[config.mk]
export PLATFORM = sky130hd
export DESIGN_NAME = if_fetch_stage
export DESIGN_NICKNAME = d
export VERILOG_FILES = /design/src/rtl/riscv_pkg.sv /design/src/rtl/if_fifo.sv /design/src/rtl/if_fetch_stage.sv
export SDC_FILE = /design/constraint.sdc
export NUM_CORES = 1
export LEC_CHECK = 0
export BUFFER_PORTS_ARGS = -buffer_cell sky130_fd_sc_hd__buf_2
export CAP_MARGIN = 20
export CORE_MARGIN = 4
export CORE_UTILIZATION = 30
export CTS_BUF_LIST = sky130_fd_sc_hd__clkbuf_8
export DETAILED_ROUTE_END_ITERATION = 16
export GPL_ROUTABILITY_DRIVEN = 0
export REMOVE_ABC_BUFFERS = 1
export SLEW_MARGIN = 20
export SYNTH_ARGS = -nofsm -noshare
export SYNTH_HDL_FRONTEND = slang
export SYNTH_SLANG_ARGS = --single-unit
[constraint.sdc]
create_clock -name clk -period 6.1 [get_ports clk]
set_input_delay 0.915 -clock clk [delete_from_list [all_inputs] [get_ports clk]]
set_output_delay 0.915 -clock clk [all_outputs]
set_load 0.05 [all_outputs]
[src/rtl/riscv_pkg.sv]
// Shared types and constants for the RISC-V pipeline.
// Provides XLEN, reset PC, NOP encoding, if_entry_t and a saturating adder.
package riscv_pkg;

  localparam int XLEN = 32;
  localparam logic [XLEN-1:0] RESET_PC_DEF = '0;
  localparam logic [XLEN-1:0] NOP = 32'h0000_0013;

  typedef struct packed {
    logic [XLEN-1:0] pc;
    logic [XLEN-1:0] inst;
  } if_entry_t;

  function automatic logic [31:0] sat_add(
    input logic [31:0] a,
    input logic [1:0]  b
  );
    logic [32:0] s;
    s = {1'b0, a} + {31'b0, b};
    return s[32] ? '1 : s[31:0];
  endfunction

endpackage

[src/rtl/if_fifo.sv]
// Two-entry synchronous FIFO, head presented from a register (no bypass).
// Ports: clk, rst (async active-low), flush, push, pop, din, dout, count.
module if_fifo
  import riscv_pkg::*;
#(
  parameter type T = if_entry_t
) (
  input  logic       clk,
  input  logic       rst,
  input  logic       flush,
  input  logic       push,
  input  logic       pop,
  input  T           din,
  output T           dout,
  output logic [1:0] count
);

  T     e0;
  T     e1;
  logic do_pop;

  assign do_pop = pop && (count != 2'd0);
  assign dout   = e0;

  always_ff @(posedge clk or negedge rst) begin
    if (!rst) begin
      e0    <= '0;
      e1    <= '0;
      count <= '0;
    end else if (flush) begin
      count <= '0;
    end else begin
      case ({push, do_pop})
        2'b10: begin
          if (count == 2'd0) e0 <= din;
          else               e1 <= din;
          count <= count + 2'd1;
        end
        2'b01: begin
          e0    <= e1;
          count <= count - 2'd1;
        end
        2'b11: begin
          if (count == 2'd1) begin
            e0 <= din;
          end else begin
            e0 <= e1;
            e1 <= din;
          end
        end
        default: ;
      endcase
    end
  end

  // Credit accounting upstream makes a push into a full FIFO impossible.
  a_no_overflow: assert property (
    @(posedge clk) disable iff (!rst)
    !(push && !flush && count == 2'd2 && !do_pop)
  );

endmodule

[src/rtl/if_fetch_stage.sv]
// Instruction fetch: owns the PC, issues imem requests, buffers 2 responses.
// Ports: clk/rst, imem_req_*, imem_rsp_*, redirect_*, if_* to decode;
// with IF_PERF_CNT_EN defined also perf_fetched / perf_dropped.
module if_fetch_stage
  import riscv_pkg::*;
#(
  parameter logic [XLEN-1:0] RESET_PC = RESET_PC_DEF
) (
  input  logic            clk,
  input  logic            rst,
  output logic            imem_req_valid,
  input  logic            imem_req_ready,
  output logic [XLEN-1:0] imem_req_addr,
  input  logic            imem_rsp_valid,
  input  logic [XLEN-1:0] imem_rsp_data,
  input  logic            redirect_valid,
  input  logic [XLEN-1:0] redirect_pc,
  output logic            if_valid,
  input  logic            if_ready,
  output logic [XLEN-1:0] if_pc,
  output logic [XLEN-1:0] if_inst
`ifdef IF_PERF_CNT_EN
  ,
  output logic [31:0]     perf_fetched,
  output logic [31:0]     perf_dropped
`endif
);

  logic [XLEN-1:0] pc;
  logic [1:0]      outstanding;
  logic [1:0]      drop_cnt;
  logic [1:0]      fifo_cnt;
  logic [1:0]      tag_cnt;
  logic [2:0]      used;
  logic            accept;
  logic            pop;
  logic            push;
  logic            drop_rsp;
  logic [XLEN-1:0] tag_pc;
  if_entry_t       head;
  if_entry_t       push_entry;

  // A pop this cycle frees a slot for the request issued this cycle,
  // which is what sustains one instruction per cycle.
  assign pop = if_valid && if_ready && !redirect_valid;
  assign used = {1'b0, outstanding} + {1'b0, fifo_cnt} - {2'b0, pop};

  assign imem_req_valid = rst && !redirect_valid && (used < 3'd2);
  assign imem_req_addr  = pc;
  assign accept         = imem_req_valid && imem_req_ready;

  assign drop_rsp = imem_rsp_valid && (redirect_valid || drop_cnt != 2'd0);
  assign push     = imem_rsp_valid && !drop_rsp;

  assign push_entry = '{pc: tag_pc, inst: imem_rsp_data};

  assign if_valid = (fifo_cnt != 2'd0);
  assign if_pc    = head.pc;
  assign if_inst  = head.inst;

  // PC tags follow every accepted request and retire on every response,
  // dropped or not, so they stay aligned across redirects.
  if_fifo #(.T(logic [XLEN-1:0])) u_tag_q (
    .clk   (clk),
    .rst   (rst),
    .flush (1'b0),
    .push  (accept),
    .pop   (imem_rsp_valid),
    .din   (pc),
    .dout  (tag_pc),
    .count (tag_cnt)
  );

  if_fifo #(.T(if_entry_t)) u_inst_q (
    .clk   (clk),
    .rst   (rst),
    .flush (redirect_valid),
    .push  (push),
    .pop   (pop),
    .din   (push_entry),
    .dout  (head),
    .count (fifo_cnt)
  );

  always_ff @(posedge clk or negedge rst) begin
    if (!rst) begin
      pc          <= RESET_PC;
      outstanding <= '0;
      drop_cnt    <= '0;
    end else begin
      outstanding <= outstanding + {1'b0, accept} - {1'b0, imem_rsp_valid};
      if (redirect_valid) begin
        pc       <= {redirect_pc[XLEN-1:2], 2'b00};
        drop_cnt <= outstanding - {1'b0, imem_rsp_valid};
      end else begin
        if (accept) pc <= pc + XLEN'(4);
        if (imem_rsp_valid && drop_cnt != 2'd0) drop_cnt <= drop_cnt - 2'd1;
      end
    end
  end

  a_tag_sync: assert property (
    @(posedge clk) disable iff (!rst) tag_cnt == outstanding
  );

`ifdef IF_PERF_CNT_EN
  logic [1:0] drop_inc;

  // Redirect discards the buffered entries plus any response in that cycle.
  always_comb begin
    drop_inc = '0;
    if (redirect_valid) drop_inc = fifo_cnt + {1'b0, imem_rsp_valid};
    else if (drop_rsp)  drop_inc = 2'd1;
  end

  always_ff @(posedge clk or negedge rst) begin
    if (!rst) begin
      perf_fetched <= '0;
      perf_dropped <= '0;
    end else begin
      perf_fetched <= sat_add(perf_fetched, {1'b0, pop});
      perf_dropped <= sat_add(perf_dropped, drop_inc);
    end
  end
`endif

endmodule
==> impl_metrics.ini, run 1 <==
[power]
total_power_mw = 6.570
ir_drop_uv = 208.6
p_leak_nw = 6.048
p_per_area_mw_per_mm2 = 534.1

[logic_synthesis]
synth_xor_area_share_pct = 1.032
synth_top_area_cell = dfrtp_1
synth.top_cell.area_share_pct = 55.30
synthTopCellsByArea = dfrtp_1 (55%), mux2_2 (10%), mux2i_1 (6.4%), a21oi_1 (3.5%), nor2_1 (3.1%)
ys_seq_area_share_pct = 55.30
synth_compound_area_share_pct = 11.39
synth_edf_count = 0
muxShareOfSynthArea_pct = 16.57
synthAdderAreaFrac_pct = 1.917
ys_types = 49
synth_seq_cells = 225
async_flop_share_pct = 100.0
synthSimpleGateAreaFrac_pct = 10.13
yosysWarnings = 0
ys.flop_type = dfrtp_1
synth.avg_cell_area_um2 = 11.19
synth_top_family_by_area = multiplexers
synth_area_mm2 = 0.01018
syn_inst = 910

[timing]
tns_ns = 0
skew_ns = 0.01827
slew_violations = 0
hold_violations = 0
post-route-min-period_ns = 4.398
setup_viol = 0
tightest_slew_ns = 0.8553
rsz0062_at_grt = false
period_share_pct = 72.09
timing.final.ws_setup_ns = 1.702
relSlewSlack_pct = 42.98
maxClockFrequency_mhz = 227.4

[cts]
post_cts_buffers = 0
clockBufferDepth = 3
cts_tree = built
ctsRootBufferMaster = clkbuf_8
cts_resized = 0
clock_sinks = 225
insertion_delay_ns = 0.54
ctsHoldBuffers = 0
htreeDepth = 2
cts_buffers = 41
clk_pin_slew_worst_paths_ns = 0.06

[flow_run]
cap_violations = 0

[routing]
vias_per_cell = 4.735
drc_errors = 0
wl_per_cell_um = 16.74
drt-initial-drc-count = 289
drt_wl_total_um = 25890
final_antenna_net_count = 0
num_vias = 7325
drtPass1Iterations = 4

[setup_path]
worst-setup-path-type = flip-flop to flip-flop
critPathCaptureType = flip-flop
crit_arrival_ns = 4.85
cp_max_fo = 19
required_ns = 6.55
r2r_slack_ns = 1.70
crit_path_start_kind = flip-flop

[floorplan]
row_count = 67
ioPinCount = 168
core-area_mm2 = 0.03353
chipHeight_um = 192.2
start_util_pct = 30.36
die_w_um = 192.2
dieArea_mm2 = 0.03695

[finish]
drive_gt1_share_pct = 31.51
nets = 1156
area_growth_pct = 20.81
postLayoutCellArea_mm2 = 0.01230
stdcell_count = 1547

[status]
status = complete, no violations

[global_route]
gr-total-overflow = 0
grt_use_total_pct = 13.95
grt_max_degree = 71
grt_antenna_before_repair = 2
grt_pass1_wl_um = 40950
first_global_vias = 7453

[placement]
placed_cells = 1476
place_ws_ns = 1.462
dp.final_hpwl_um = 17080
place_area_mm2 = 0.01141
io_buffers = 163

[worst_hold_path]
hp-class = input port to async pin
## report_power, final
group          internal (mW)  total [mW]  leakage (nW)  switching (mW)
Clock                  0.919        1.54         0.491           0.625
Sequential              2.10        2.47          2.79           0.361
Combinational          0.815        2.56          2.77            1.74
## critical path, cell delays in order (launching register included)
cell	delay (ns)
dfrtp_1	0.38
inv_1	0.10
ha_1	0.23
nand2b_1	0.29
nor2_1	0.29
ha_1	0.28
nand2b_1	0.15
fa_1	0.50
nand4b_1	0.12
or2_1	0.24
inv_1	0.29
ha_1	0.25
a21oi_1	0.08
nor2_2	0.45
buf_4	0.39
a22oi_1	0.10
o21ai_0	0.16
## final cells by class
type | instances | area, µm²
fill | 3350 | 21230
sequential | 225 | 5630
multi-input combinational | 608 | 4212
timing repair buffer | 179 | 945.9
clock buffer | 51 | 701.9
tap | 448 | 560.5
clock inverter | 19 | 186.4
inverter | 16 | 60.06
antenna | 1 | 2.502
## cells in the mapped netlist (2+ instances only)
master,number
dfrtp_1,225
mux2_2,92
nor2_1,83
nand2_1,79
a21oi_1,72
mux2i_1,65
o21ai_0,55
a22oi_1,32
clkbuf_1,32
nand3_1,17
buf_2,16
inv_1,16
ha_1,14
o211ai_1,14
buf_4,11
nand4_1,10
xnor2_1,8
and2_1,6
nor3_1,5
a31oi_1,4
a41oi_1,4
nand2b_1,4
nor2_2,4
o311ai_0,4
xor2_1,4
and3_1,3
nand3b_1,3
or4_1,3
a21oi_2,2
a32oi_1,2
buf_6,2
nor2b_1,2
## state kept, by name, indices dropped and copies added (netlist names)
| register | flops |
|---|---|
| drop_cnt | 2 |
| imem_req_addr | 30 |
| outstanding | 2 |
| u_inst_q.count | 2 |
| u_inst_q.dout | 63 |
| u_inst_q.e1 | 63 |
| u_tag_q.count | 2 |
| u_tag_q.dout | 31 |
| u_tag_q.e1 | 30 |
## path summary, 6_finish.rpt
| check | from | endpoint | cells past startpoint |
|---|---|---|---|
| worst max-delay path | u_inst_q.count[1] | u_tag_q.dout[30] | 16 |
| worst min-delay path | rst | u_inst_q.dout[4] | 1 |
| worst max register to register | u_inst_q.count[1] | u_tag_q.dout[30] | 16 |
| worst min register to register | u_tag_q.e1[18] | u_tag_q.e1[18] | 2 |
| max in group asynchronous | rst | u_inst_q.e1[57] | 3 |
| min in group clk | u_tag_q.e1[18] | u_tag_q.e1[18] | 2 |
## cell families after synthesis
group / after synthesis
multiplexers: 157
XOR/XNOR: 12
buffers and inverters: 78
AO/OA/AOI/OAI: 194
AND/OR/NAND/NOR: 228
adder cells (fa/ha/maj): 15
flip-flops: 225
other: 1
## per-layer routing
metal	up-vias	global-route usage [%]	routed length, µm
li1	3548	-	-
met1	3534	18.52	11730
met2	198	22.13	11640
met3	43	4.108	1988
met4	2	4.169	519
met5	-	0	13
## metrics by stage
stage | utilization, % | hold slack, ns
5_1_grt | 36.68 | 0.2224
6_report | 36.68 | 0.2365
3_5_place_dp | 34.02 | 0.4710
4_1_cts | 36.67 | 0.2038
2_1_floorplan | - | 0.4498
3_3_place_gp | 34.02 | 0.4651
## layout by cell type (no fill, tap or decap), types with 2 or more instances in the layout
cell type and n:
a21oi_1 72, a21oi_4 2, a22oi_1 32, a31oi_1 4, a32oi_1 2, a41oi_1 4
and2_1 6, and3_1 3, buf_2 162, buf_4 16, bufinv_16 4, clkbuf_8 51
clkinv_2 5, conb_1 2, dfrtp_1 225, ha_1 14, inv_1 25, mux2_2 92
mux2i_1 65, nand2_1 78, nand2b_1 4, nand3_1 17, nand3b_1 3, nand4_1 10
nor2_1 82, nor2_2 5, nor2b_1 2, nor3_1 5, o211ai_1 14, o21ai_0 55
o311ai_0 4, or4_1 3, xnor2_1 8, xor2_1 4
Note: power is estimated with default switching activity, not from simulation.
==> run 2: changes to the inputs <==
- clock period: 6.1 -> 3.9 ns (I/O delays scaled with it)
==> run 2 against run 1 <==
  * Total power up 57%
  * Count of clock-buffer cells in the layout increased by 6
  * Combinational power rose by 58%
==> impl_metrics.ini, run 2 (same netlist as run 1, synthesis figures left out) <==
[status]
status = complete, no violations

[finish]
multi_input_area_mm2 = 0.004217
stdcell_count = 1554
area_growth_pct = 21.85
drive_gt1_share_pct = 31.92
layout_common_cells = dfrtp_1 (225), buf_2 (162), mux2_2 (92), nor2_1 (82), nand2_1 (78)
nets = 1160
regArea_mm2 = 0.005630
diodes = 0
final_common_cell = dfrtp_1
final_util_pct = 37.00
num-fill-cells = 3374

[setup_path]
max_stage_delay_ns = 0.38
r2r-start = u_inst_q.count[1]
r2r_slack_ns = 0.29
critPathCaptureType = output pin
crit_arrival_ns = 3.10
crit_path_cell_trace = inv_1 -> ha_1 -> nand2b_1 -> nor2_1 -> ha_1 -> nand2b_1 -> fa_1 -> xnor2_1 -> nor3_1 -> buf_2
crit_path_start_kind = flip-flop
required_ns = 3.31
cp_slowest_cell = fa_1
timing.critical_path.buf_inv = 2
r2r-end = u_tag_q.e1[30]
critPathTopFamily = adder cells
rr_worst_depth = 15
worst-setup-path-type = flip-flop to output pin
cp_max_fo = 4

[placement]
dp.final_hpwl_um = 16730
placed_cells = 1477
io_buffers = 163

[routing]
wl_met1_um = 11960
vias_per_cell = 4.754
drt_wl_total_um = 25970
wl_per_cell_um = 16.71
num_vias = 7388
met3_length_um = 1645
final_antenna_net_count = 0
wl_met2_um = 11730
drtPass1Iterations = 5
routed.top_layer = met5
drc_errors = 0
drt-initial-drc-count = 340

[global_route]
grt_use_total_pct = 13.88
first_global_vias = 7402
grt_antenna_before_repair = 2
grt_pass1_wl_um = 40950
grt_max_degree = 147
gr-total-overflow = 0

[worst_hold_path]
worstHoldEndpoint = imem_req_addr[20]
hold_start = redirect_pc[20]
hp-class = input port to flip-flop
hold_depth = 3

[timing]
whs_ns = 0.2478
skew_ns = 0.02875
rsz0062_at_grt = false
relSlewSlack_pct = 40.41
tightest_slew_ns = 0.8938
post-route-min-period_ns = 3.681
hold_violations = 0
setup_viol = 0
period_share_pct = 94.39
maxClockFrequency_mhz = 271.6
slew_violations = 0

[floorplan]
row_count = 67
dieArea_mm2 = 0.03695
core-area_mm2 = 0.03353
chipHeight_um = 192.2
start_util_pct = 30.36
die_w_um = 192.2
ioPinCount = 168

[cts]
htreeDepth = 2
cts_tree = built
insertion_delay_ns = 0.55
clock_sinks = 225
ctsRootBufferMaster = clkbuf_8
cts_buffers = 43
clockBufferDepth = 3
clk_pin_slew_worst_paths_ns = 0.06

[power]
p_per_area_mw_per_mm2 = 829.5
ir_drop_uv = 445.4
p_leak_nw = 6.099

[flow_run]
cap_violations = 0
[run 2: changes by cell type in the layout (fill, tap and decap cells not counted)]
cell	change
bufinv_16	-3
inv_6	+1
nor2_4	+1
clkinv_2	+2
buf_12	+6
dlygate4sd3_1	+1
clkbuf_8	+6
diode_2	-1
buf_4	-5
nor2_2	-1
[run 2: repair_timing]
| item | 4_1_cts | 5_1_grt |
|---|---|---|
| endpoints found under the hold margin | 9 | 0 |
| endpoints found under the setup margin | 0 | 19 |
| buffers inserted | 0 | 0 |
| hold buffers | 1 | 0 |
| gates resized for setup | 0 | 1 |
[run 2: final cells by class]
class / count / area share, %
clock buffers: 57 / 6.324
clock inverters: 19 / 0.9279
inverters: 16 / 0.4841
multi-input cells: 608 / 33.99
flip-flops and latches: 225 / 45.39
well taps: 448 / 4.518
repair buffers: 181 / 8.371
[run 2: through the flow]
step                total power, mW  TNS (ns)  setup WS, ns  instance area, µm²
floorplan                     6.859    -70.54        -1.558                9876
global placement              7.878         0        0.2791               11490
detailed placement            7.993         0        0.1614               11490
CTS                           10.45         0        0.1528               12400
global route                  11.00         0      0.003047               12410
finish                        10.29         0        0.2187               12410
[run 2: worst max path at each step]
stage                                   to  cells after the start               from
final                       imem_req_valid                     10  u_inst_q.count[1]
after global routing      u_tag_q.dout[10]                     15  u_inst_q.count[1]
after CTS                 u_tag_q.dout[31]                     16  u_inst_q.count[1]
after detailed placement  u_tag_q.dout[31]                     16  u_inst_q.count[1]
after global placement     u_tag_q.dout[6]                     16  u_inst_q.count[0]
after floorplan             u_tag_q.e1[10]                     13  u_inst_q.count[0]
[run 2: tightest hold or removal path, delay by kind of cell]
| kind | cells | cell delay, ns |
|---|---|---|
| AO/OA/AOI/OAI | 1 | 0.04 |
| buffers and inverters | 1 | 0.08 |
| AND/OR/NAND/NOR | 1 | 0.06 |
[run 2: routing by layer]
layer	vias up	track usage, %
li1	3553	-
met3	57	3.744
met5	-	0
met1	3593	19.09
met2	181	21.47
met4	4	4.169
[run 2: where the power goes]
group,total (mW),internal (mW),switching [mW]
Combinational,4.04,1.31,2.73
Sequential,3.86,3.29,0.568
Clock,2.39,1.37,1.02
==> run 3: changes to the inputs <==
- CORE_UTILIZATION: 30 -> 63
- PLACE_DENSITY: not set -> 0.88
- SETUP_SLACK_MARGIN: not set -> 0.4
- clock period: 3.9 -> 4.7 ns (I/O delays scaled with it)
==> run 3 against run 2 <==
  * Combinational power fell by 17%
  * Final cell count shrank 16%
  * Sequential share of layout area up 2.2 points
  * Worst hold slack worse by 0.13 ns
  * Critical path type is now flip-flop to flip-flop
  * Routed wire length shrank 11%
  * Clock skew grew 0.0024 ns
==> impl_metrics.ini, run 3 (same netlist as run 1, synthesis figures left out) <==
[routing]
drc_errors = 0
drt-initial-drc-count = 491
wl_per_cell_um = 17.78
final_antenna_net_count = 0
num_vias = 7686
drtPass1Iterations = 5
drt_wl_total_um = 23220
vias_per_cell = 5.885

[timing]
skew_ns = 0.03115
maxClockFrequency_mhz = 249.0
timing.final.ws_setup_ns = 0.6844
slew_violations = 0
tns_ns = 0
hold_violations = 0
relSlewSlack_pct = 41.87
whs_ns = 0.1138
setup_viol = 0
period_share_pct = 85.44
tightest_slew_ns = 0.8719
post-route-min-period_ns = 4.016
rsz0062_at_grt = false

[placement]
place_area_mm2 = 0.01114
io_buffers = 163
place_ws_ns = 0.4977
dp.final_hpwl_um = 14850
placed_cells = 1245

[finish]
num-fill-cells = 1097
drive_gt1_share_pct = 30.83
layout_common_cells = dfrtp_1 (225), buf_2 (162), mux2_2 (92), nor2_1 (81), nand2_1 (77)
final_common_cell = dfrtp_1
final_util_pct = 74.50
multi_input_area_mm2 = 0.004222
nets = 1154
diodes = 0
regArea_mm2 = 0.005630
area_growth_pct = 16.23
postLayoutCellArea_mm2 = 0.01183
stdcell_count = 1306

[global_route]
grt_pass1_wl_um = 38090
grt_antenna_before_repair = 0
grt_use_total_pct = 25.96
first_global_vias = 7580
grt_max_degree = 88
gr-total-overflow = 0

[flow_run]
cap_violations = 0

[cts]
post_cts_buffers = 0
clock_sinks = 225
htreeDepth = 2
insertion_delay_ns = 0.53
ctsRootBufferMaster = clkbuf_8
cts_tree = built
clockBufferDepth = 3
cts_resized = 0
ctsHoldBuffers = 0
clk_pin_slew_worst_paths_ns = 0.06
cts_buffers = 37

[power]
swShare_pct = 43.08
p_sw_mw = 3.498
p_per_area_mw_per_mm2 = 686.1
p_seq_share_pct = 39.6
total_power_mw = 8.119
ir_drop_uv = 399.8
combPwrFrac_pct = 41.3
p_leak_nw = 5.967
power.internal_mw = 4.621
power.share.clock_pct = 19.0

[floorplan]
ioPinCount = 168
core-area_mm2 = 0.01589
die_w_um = 135.1
start_util_pct = 64.09
row_count = 46
dieArea_mm2 = 0.01826
chipHeight_um = 135.1

[setup_path]
worst-setup-path-type = flip-flop to flip-flop
rr_worst_depth = 16
crit_path_start_kind = flip-flop
critPathCaptureType = flip-flop
cp_max_fo = 20
crit_arrival_ns = 4.41
required_ns = 5.09

[status]
status = complete, no violations

[worst_hold_path]
hp-class = input port to async pin
run 3: cell count changes in the layout (fill, tap and decap cells not counted), sizes merged:
cell         before  now
bufinv            1    0
clkinv            7    4
inv              26   29
clkbuf           57   42
dlygate4sd3       1    0
buf             180  181
run 3: routing by layer:
layer | up-vias | global-route usage (%) | part of all wire (%)
met3 | 41 | 5.216 | 6.8
met2 | 305 | 42.23 | 49
met1 | 3797 | 35.48 | 42
li1 | 3543 | - | -
met5 | - | 0 | 0
met4 | 0 | 8.511 | 2.1
run 3: worst paths after layout:
check,startpoint,to,slack [ns]
worst max-delay path,u_inst_q.count[0],u_tag_q.e1[7],0.68
worst min-delay path,rst,imem_req_addr[18],0.11
worst max register to register,u_inst_q.count[0],u_tag_q.e1[7],0.68
worst min register to register,u_tag_q.count[1],u_tag_q.count[1],0.49
max in group asynchronous,rst,u_inst_q.dout[53],2.95
min in group clk,redirect_pc[6],imem_req_addr[6],0.40
run 3: power by group through the flow:
stage                     logic (mW)  registers (mW)  clock network, mW
final                           3.36            3.22               1.54
after global routing            3.64            3.31               1.67
after CTS                       3.37            3.21               1.58
after detailed placement        3.35            3.24                  0
after global placement          3.24            3.18                  0
after floorplan                 1.43            4.26                  0
run 3: critical path: stages (launching register included):
cell,delay [ns]
dfrtp_1,0.35
inv_1,0.09
ha_1,0.25
nand2b_1,0.30
nor2_2,0.23
ha_1,0.25
nand2b_1,0.15
fa_1,0.50
nand4b_1,0.11
or2_1,0.26
inv_1,0.08
buf_4,0.28
ha_1,0.22
nand2_1,0.06
o211ai_1,0.12
buf_6,0.27
mux2_2,0.37
run 3: layout make-up:
type,count,share of cell area (%)
inverters,16,0.5075
clock buffers,42,4.885
flip-flops and latches,225,47.58
repair buffers,181,8.427
well taps,216,2.284
multi-input cells,608,35.67
clock inverters,18,0.6450
